`config.mk`:
```
export PLATFORM = sky130hd
export DESIGN_NAME = cache_controller
export DESIGN_NICKNAME = d
export VERILOG_FILES = /design/src/rtl/cache_controller_pkg.sv /design/src/rtl/sat_counter.sv /design/src/rtl/cache_controller.sv
export SDC_FILE = /design/constraint.sdc
export NUM_CORES = 1
export LEC_CHECK = 0
export CELL_PAD_IN_SITES_DETAIL_PLACEMENT = 1
export CELL_PAD_IN_SITES_GLOBAL_PLACEMENT = 1
export CORE_ASPECT_RATIO = 1.25
export CORE_MARGIN = 5
export CORE_UTILIZATION = 31
export CTS_CLUSTER_DIAMETER = 40
export DETAILED_ROUTE_END_ITERATION = 7
export PLACE_DENSITY_LB_ADDON = 0.1
export RECOVER_POWER = 25
export SLEW_MARGIN = 20
export SYNTH_ARGS = -nofsm -noshare
export SYNTH_HDL_FRONTEND = slang
export SYNTH_SLANG_ARGS = --single-unit
```
`constraint.sdc`:
```
create_clock -name clk -period 2.1 [get_ports clk]
set_clock_uncertainty 0.05 [all_clocks]
set_input_delay 0.525 -clock clk [delete_from_list [all_inputs] [get_ports clk]]
set_output_delay 0.525 -clock clk [all_outputs]
set_load 0.1 [all_outputs]
```
`src/rtl/cache_controller_pkg.sv`:
```
// rtl/cache_controller_pkg.sv - shared FSM state type and cache geometry constants
package cache_controller_pkg;

    localparam int WORDS_PER_BLOCK = 4;
    localparam int OFFSET_W        = 2;
    localparam int INDEX_W         = 12;
    localparam int TAG_W           = 3;

    typedef enum logic [2:0] {
        IDLE,
        LOOKUP,
        FETCH,
        FILL,
        RESPOND,
        FLUSH
    } state_e;

endpackage

```
`src/rtl/sat_counter.sv`:
```
// rtl/sat_counter.sv - up-counter that sticks at all-ones instead of wrapping
module sat_counter #(
    parameter int W = 16
) (
    input  logic         clk,
    input  logic         rst,
    input  logic         inc_i,
    output logic [W-1:0] count_o
);

    logic [W-1:0] count_q;

    always_ff @(posedge clk) begin
        if (!rst) begin
            count_q <= '0;
        end else if (inc_i && (count_q != {W{1'b1}})) begin
            count_q <= count_q + {{(W-1){1'b0}}, 1'b1};
        end
    end

    assign count_o = count_q;

endmodule

```
`src/rtl/cache_controller.sv`:
```
// rtl/cache_controller.sv - read-only cache controller: lookup, block refill, flush, hit/miss stats
module cache_controller
    import cache_controller_pkg::*;
#(
    parameter int ADDR_W = 15,
    parameter int DATA_W = 32,
    parameter int CNT_W  = 16
) (
    input  logic              clk,
    input  logic              rst,
    input  logic              cpu_req,
    input  logic [ADDR_W-1:0] cpu_addr,
    output logic              cpu_ready,
    output logic [DATA_W-1:0] cpu_rdata,
    input  logic              flush_req,
    output logic [ADDR_W-1:0] lk_addr,
    input  logic              lk_hit,
    input  logic [DATA_W-1:0] lk_rdata,
    output logic              fill_we,
    output logic [ADDR_W-1:0] fill_addr,
    output logic [DATA_W-1:0] fill_data,
    output logic              cache_clr,
    output logic              mem_req,
    output logic [ADDR_W-1:0] mem_addr,
    input  logic              mem_ack,
    input  logic              mem_rvalid,
    input  logic [DATA_W-1:0] mem_rdata,
    output logic [CNT_W-1:0]  hit_cnt,
    output logic [CNT_W-1:0]  miss_cnt
);

    localparam logic [OFFSET_W-1:0] LAST_BEAT = OFFSET_W'(WORDS_PER_BLOCK - 1);

    state_e              state_q;
    logic [ADDR_W-1:0]   req_addr_q;
    logic [OFFSET_W-1:0] beat_q;
    logic [DATA_W-1:0]   rdata_q;
    logic [ADDR_W-1:0]   fill_addr_q;
    logic [DATA_W-1:0]   fill_data_q;
    logic                cpu_ready_q;
    logic                fill_we_q;
    logic                cache_clr_q;
    logic                mem_req_q;
    logic                init_q;

    // init_q forces one invalidate pass right after reset so nothing filled
    // before the reset survives it.
    always_ff @(posedge clk) begin
        if (!rst) begin
            state_q     <= IDLE;
            req_addr_q  <= '0;
            beat_q      <= '0;
            rdata_q     <= '0;
            fill_addr_q <= '0;
            fill_data_q <= '0;
            cpu_ready_q <= 1'b0;
            fill_we_q   <= 1'b0;
            cache_clr_q <= 1'b0;
            mem_req_q   <= 1'b0;
            init_q      <= 1'b1;
        end else begin
            cpu_ready_q <= 1'b0;
            fill_we_q   <= 1'b0;
            cache_clr_q <= 1'b0;
            case (state_q)
                IDLE: begin
                    if (init_q || flush_req) begin
                        init_q      <= 1'b0;
                        cache_clr_q <= 1'b1;
                        state_q     <= FLUSH;
                    end else if (cpu_req) begin
                        req_addr_q <= cpu_addr;
                        state_q    <= LOOKUP;
                    end
                end
                LOOKUP: begin
                    if (lk_hit) begin
                        rdata_q     <= lk_rdata;
                        cpu_ready_q <= 1'b1;
                        state_q     <= RESPOND;
                    end else begin
                        mem_req_q <= 1'b1;
                        state_q   <= FETCH;
                    end
                end
                FETCH: begin
                    if (mem_ack) begin
                        mem_req_q <= 1'b0;
                        beat_q    <= '0;
                        state_q   <= FILL;
                    end
                end
                FILL: begin
                    if (mem_rvalid) begin
                        fill_we_q   <= 1'b1;
                        fill_addr_q <= {req_addr_q[ADDR_W-1:OFFSET_W], beat_q};
                        fill_data_q <= mem_rdata;
                        if (beat_q == req_addr_q[OFFSET_W-1:0]) begin
                            rdata_q <= mem_rdata;
                        end
                        beat_q <= beat_q + OFFSET_W'(1);
                        if (beat_q == LAST_BEAT) begin
                            cpu_ready_q <= 1'b1;
                            state_q     <= RESPOND;
                        end
                    end
                end
                RESPOND: state_q <= IDLE;
                FLUSH:   state_q <= IDLE;
                default: state_q <= IDLE;
            endcase
        end
    end

    sat_counter #(.W(CNT_W)) u_hit_cnt (
        .clk     (clk),
        .rst     (rst),
        .inc_i   ((state_q == LOOKUP) && lk_hit),
        .count_o (hit_cnt)
    );

    sat_counter #(.W(CNT_W)) u_miss_cnt (
        .clk     (clk),
        .rst     (rst),
        .inc_i   ((state_q == LOOKUP) && !lk_hit),
        .count_o (miss_cnt)
    );

    // req_addr only changes on acceptance, so it doubles as the IDLE lookup address.
    assign lk_addr   = req_addr_q;
    assign mem_addr  = {req_addr_q[ADDR_W-1:OFFSET_W], {OFFSET_W{1'b0}}};
    assign cpu_ready = cpu_ready_q;
    assign cpu_rdata = rdata_q;
    assign fill_we   = fill_we_q;
    assign fill_addr = fill_addr_q;
    assign fill_data = fill_data_q;
    assign cache_clr = cache_clr_q;
    assign mem_req   = mem_req_q;

endmodule

```
==> flow_summary.ini, run 1 <==
[run_status]
status = complete, no violations

[layout]
antenna_cells = 0
n_fill_cell = 2189
post-route-cell-area_um2 = 9290
layout_common_cells = nand2_1 (180), a21oi_1 (119), dfxtp_1 (105)
layout_commonest_cell = nand2_1
area_growth_pct = 59.8
utilization_pct = 49.8
nNetsFinal = 1038
drive_gt1_share_pct = 28.1

[setup_path]
crit_path_frequent_cell = buf_4
worstSetupPathType = flop to flop
crit_path_max_incr_delay_ns = 0.64
cp_cell_sequence = nand4_1 > o41ai_4 > buf_4 > buf_4 > xor2_1 > nor2_1
regToRegSetupSlack_ns = 0.13
cp_max_fo = 10
slowest_stage = o41ai_4
required_ns = 2.33
start_kind = flop
end_kind = flop
worstPathArrival_ns = 2.21

[timing]
period_needed_ns = 1.97
finalSetupTns_ns = 0
setup_violations = 0
maxSlewHeadroom_pct = 58.7
maxSlewViolCount = 0
fmax_mhz = 507
worstMarginPinSlew_ns = 0.618
finalHoldViolCount = 0
rsz0062_at_grt = false
min_period_over_period_pct = 94.0

[worst_hold_path]
hold_path_class = flop to flop

[clocking]
hold_buffers = 0
cts-root-buf = clkbuf_16
cts.sink_count = 136
cts_tree = built
clk_latency_ns = 0.42
ctsHtreeMaxLevel = 4
numCtsBuffers = 17
postCtsSetupBuffers = 0
clk_transition_reported_paths_ns = 0.06
cts_max_path_buffers = 2

[grt]
grt_max_degree = 35
grtUsageTotal_pct = 20.5
overflow = 0
antenna_found_initial = 0
grt_pass1_wl_um = 35800
grt_pass1_vias = 6791

[power]
power_density_nw_per_um2 = 877
p_leak_nw = 3.55
irDropWorstVdd_mv = 0.631

[die]
initial_core_util_pct = 31.2
core.rowCount = 56
fp.dieArea_um2 = 21600
pin_count = 231
die_width_um = 132
core_um2 = 18600
fp.dieH_um = 163

[drt]
first_iter_violations = 214
wirelength_um = 22400
drc = 0
wl_per_cell_um = 18.8
num_vias = 6277
antenna_left = 0
drt_first_pass_iters = 4
viasPerCell = 5.26

[logic_synthesis]
ys_types = 44
syn_area_um2 = 5810
synthTopCellsByArea = dfxtp_1 (47%), nand2_1 (12%), a21oi_1 (10%), a311oi_1 (5.0%), nand3_1 (3.8%)
ys_seq_elements = 136
synth_ff_type = dfxtp_1
synth_top_area_cell = dfxtp_1
ys_seq_area_share_pct = 46.9
synthArstFlopShare_pct = 0
synth_edf_count = 0
synth.top_cell.area_share_pct = 46.9
avgSynthCellArea_um2 = 8.09
synth_cells = 718
yosys_warnings = 0

[placement]
dpl-instance-area_um2 = 9020
port_buffers = 228
place_congestion = 0.807
dp_hpwl_um = 16600

[job]
maxCapViolCount = 0
[per-layer routing]
layer  vias up  track usage [%]  part of all wire, %
li1       3004                -                    -
met1      3066             22.5                   38
met2       162             37.4                   53
met3        45             6.07                  5.4
met4         0             7.75                  2.7
met5         -                0                    0
[flip-flops by register name, summed over array words and instances, names as in the netlist]
name                count
mem_req                 1
cpu_rdata              32
u_hit_cnt.count_o      16
cpu_ready               1
lk_addr                15
fill_addr              15
fill_we                 1
beat_q                  2
u_miss_cnt.count_o     16
init_q                  1
cache_clr               1
state_q                 3
fill_data              32
[cell type report]
cell class | count | area (um^2) | area share (%)
Tap cell | 232 | 290 | 3.13
Clock inverter | 12 | 111 | 1.20
Multi-Input combinational cell | 506 | 2760 | 29.7
Timing Repair Buffer | 283 | 2850 | 30.7
Clock buffer | 20 | 467 | 5.03
Sequential cell | 136 | 2790 | 30.1
Inverter | 5 | 18.8 | 0.202
[through the flow]
step	total power [mW]	setup slack, ns	std cells	hold slack, ns
after CTS	8.31	0.100	1194	0.406
after floorplan	4.51	0.0167	719	0.396
after detailed placement	5.35	-0.432	1162	0.398
after global routing	8.47	0.0277	1194	0.415
final	8.14	0.126	1194	0.406
after global placement	5.30	-0.307	1162	0.395
[critical path, delay by kind of cell, from the launching register on]
| kind | cells | cell delay, ns |
|---|---|---|
| buffers and inverters | 2 | 0.37 |
| DFF | 1 | 0.34 |
| AOI/OAI and AO/OA | 1 | 0.64 |
| xor gates and xnor gates | 1 | 0.17 |
| and+or+nand+nor | 2 | 0.26 |
[Yosys cell counts, drive strengths merged (5+ instances only)]
library cell and n:
nand2 180, dfxtp 136, a21oi 119, nand3 44
buf 37, clkbuf 35, a311oi 33, nor2 14
or4 13, nand4 11, o21ai 11, or3 11
o31ai 10, and3 8, mux2i 6, o41ai 6
inv 5
[worst paths after layout]
check	endpoint	startpoint	cells after the start
max	u_hit_cnt.count_o[0]$_SDFFE_PN0P_	u_hit_cnt.count_o[13]$_SDFFE_PN0P_	6
min	fill_data[27]$_SDFFE_PN0P_	fill_data[27]$_SDFFE_PN0P_	2
max reg2reg	u_hit_cnt.count_o[0]$_SDFFE_PN0P_	u_hit_cnt.count_o[13]$_SDFFE_PN0P_	6
min reg2reg	fill_data[27]$_SDFFE_PN0P_	fill_data[27]$_SDFFE_PN0P_	2
[kinds of logic (layout without fill, tap and decap cells)]
logic type | Yosys count | in the layout | share of synthesized area, %
multiplexers | 7 | 7 | 1.23
AO/OA/AOI/OAI | 188 | 188 | 19.7
flip-flops | 136 | 136 | 46.9
other | 1 | 2 | 0.0645
AND/OR/NAND/NOR | 303 | 303 | 24.5
buffers and inverters | 77 | 320 | 6.57
XOR/XNOR | 3 | 3 | 0.452
adder cells (fa/ha/maj) | 3 | 3 | 0.646
[report_power, final]
group / switching [mW] / leakage [nW] / internal (mW)
registers: 0.121 / 1.12 / 2.72
clock network: 1.19 / 0.284 / 1.74
logic: 1.70 / 2.15 / 0.668
total: 3.01 / 3.55 / 5.13
[timing repair]
item                       4_1_cts  5_1_grt
resized for setup                2        1
setup endpoints to repair        4        2
pin swaps                        1        0
hold endpoints to repair         0        0
Power figures use the tool's default switching activity.
==> run 2: changes to the inputs <==
--- a/config.mk
+++ b/config.mk
@@ -11,6 +11,7 @@
 export CORE_MARGIN = 5
 export CORE_UTILIZATION = 31
 export CTS_CLUSTER_DIAMETER = 40
+export CTS_CLUSTER_SIZE = 14
 export DETAILED_ROUTE_END_ITERATION = 7
 export PLACE_DENSITY_LB_ADDON = 0.1
 export RECOVER_POWER = 25
==> results of run 2 <==
No change in the layout: final DEF, timing and power equal those of run 1.
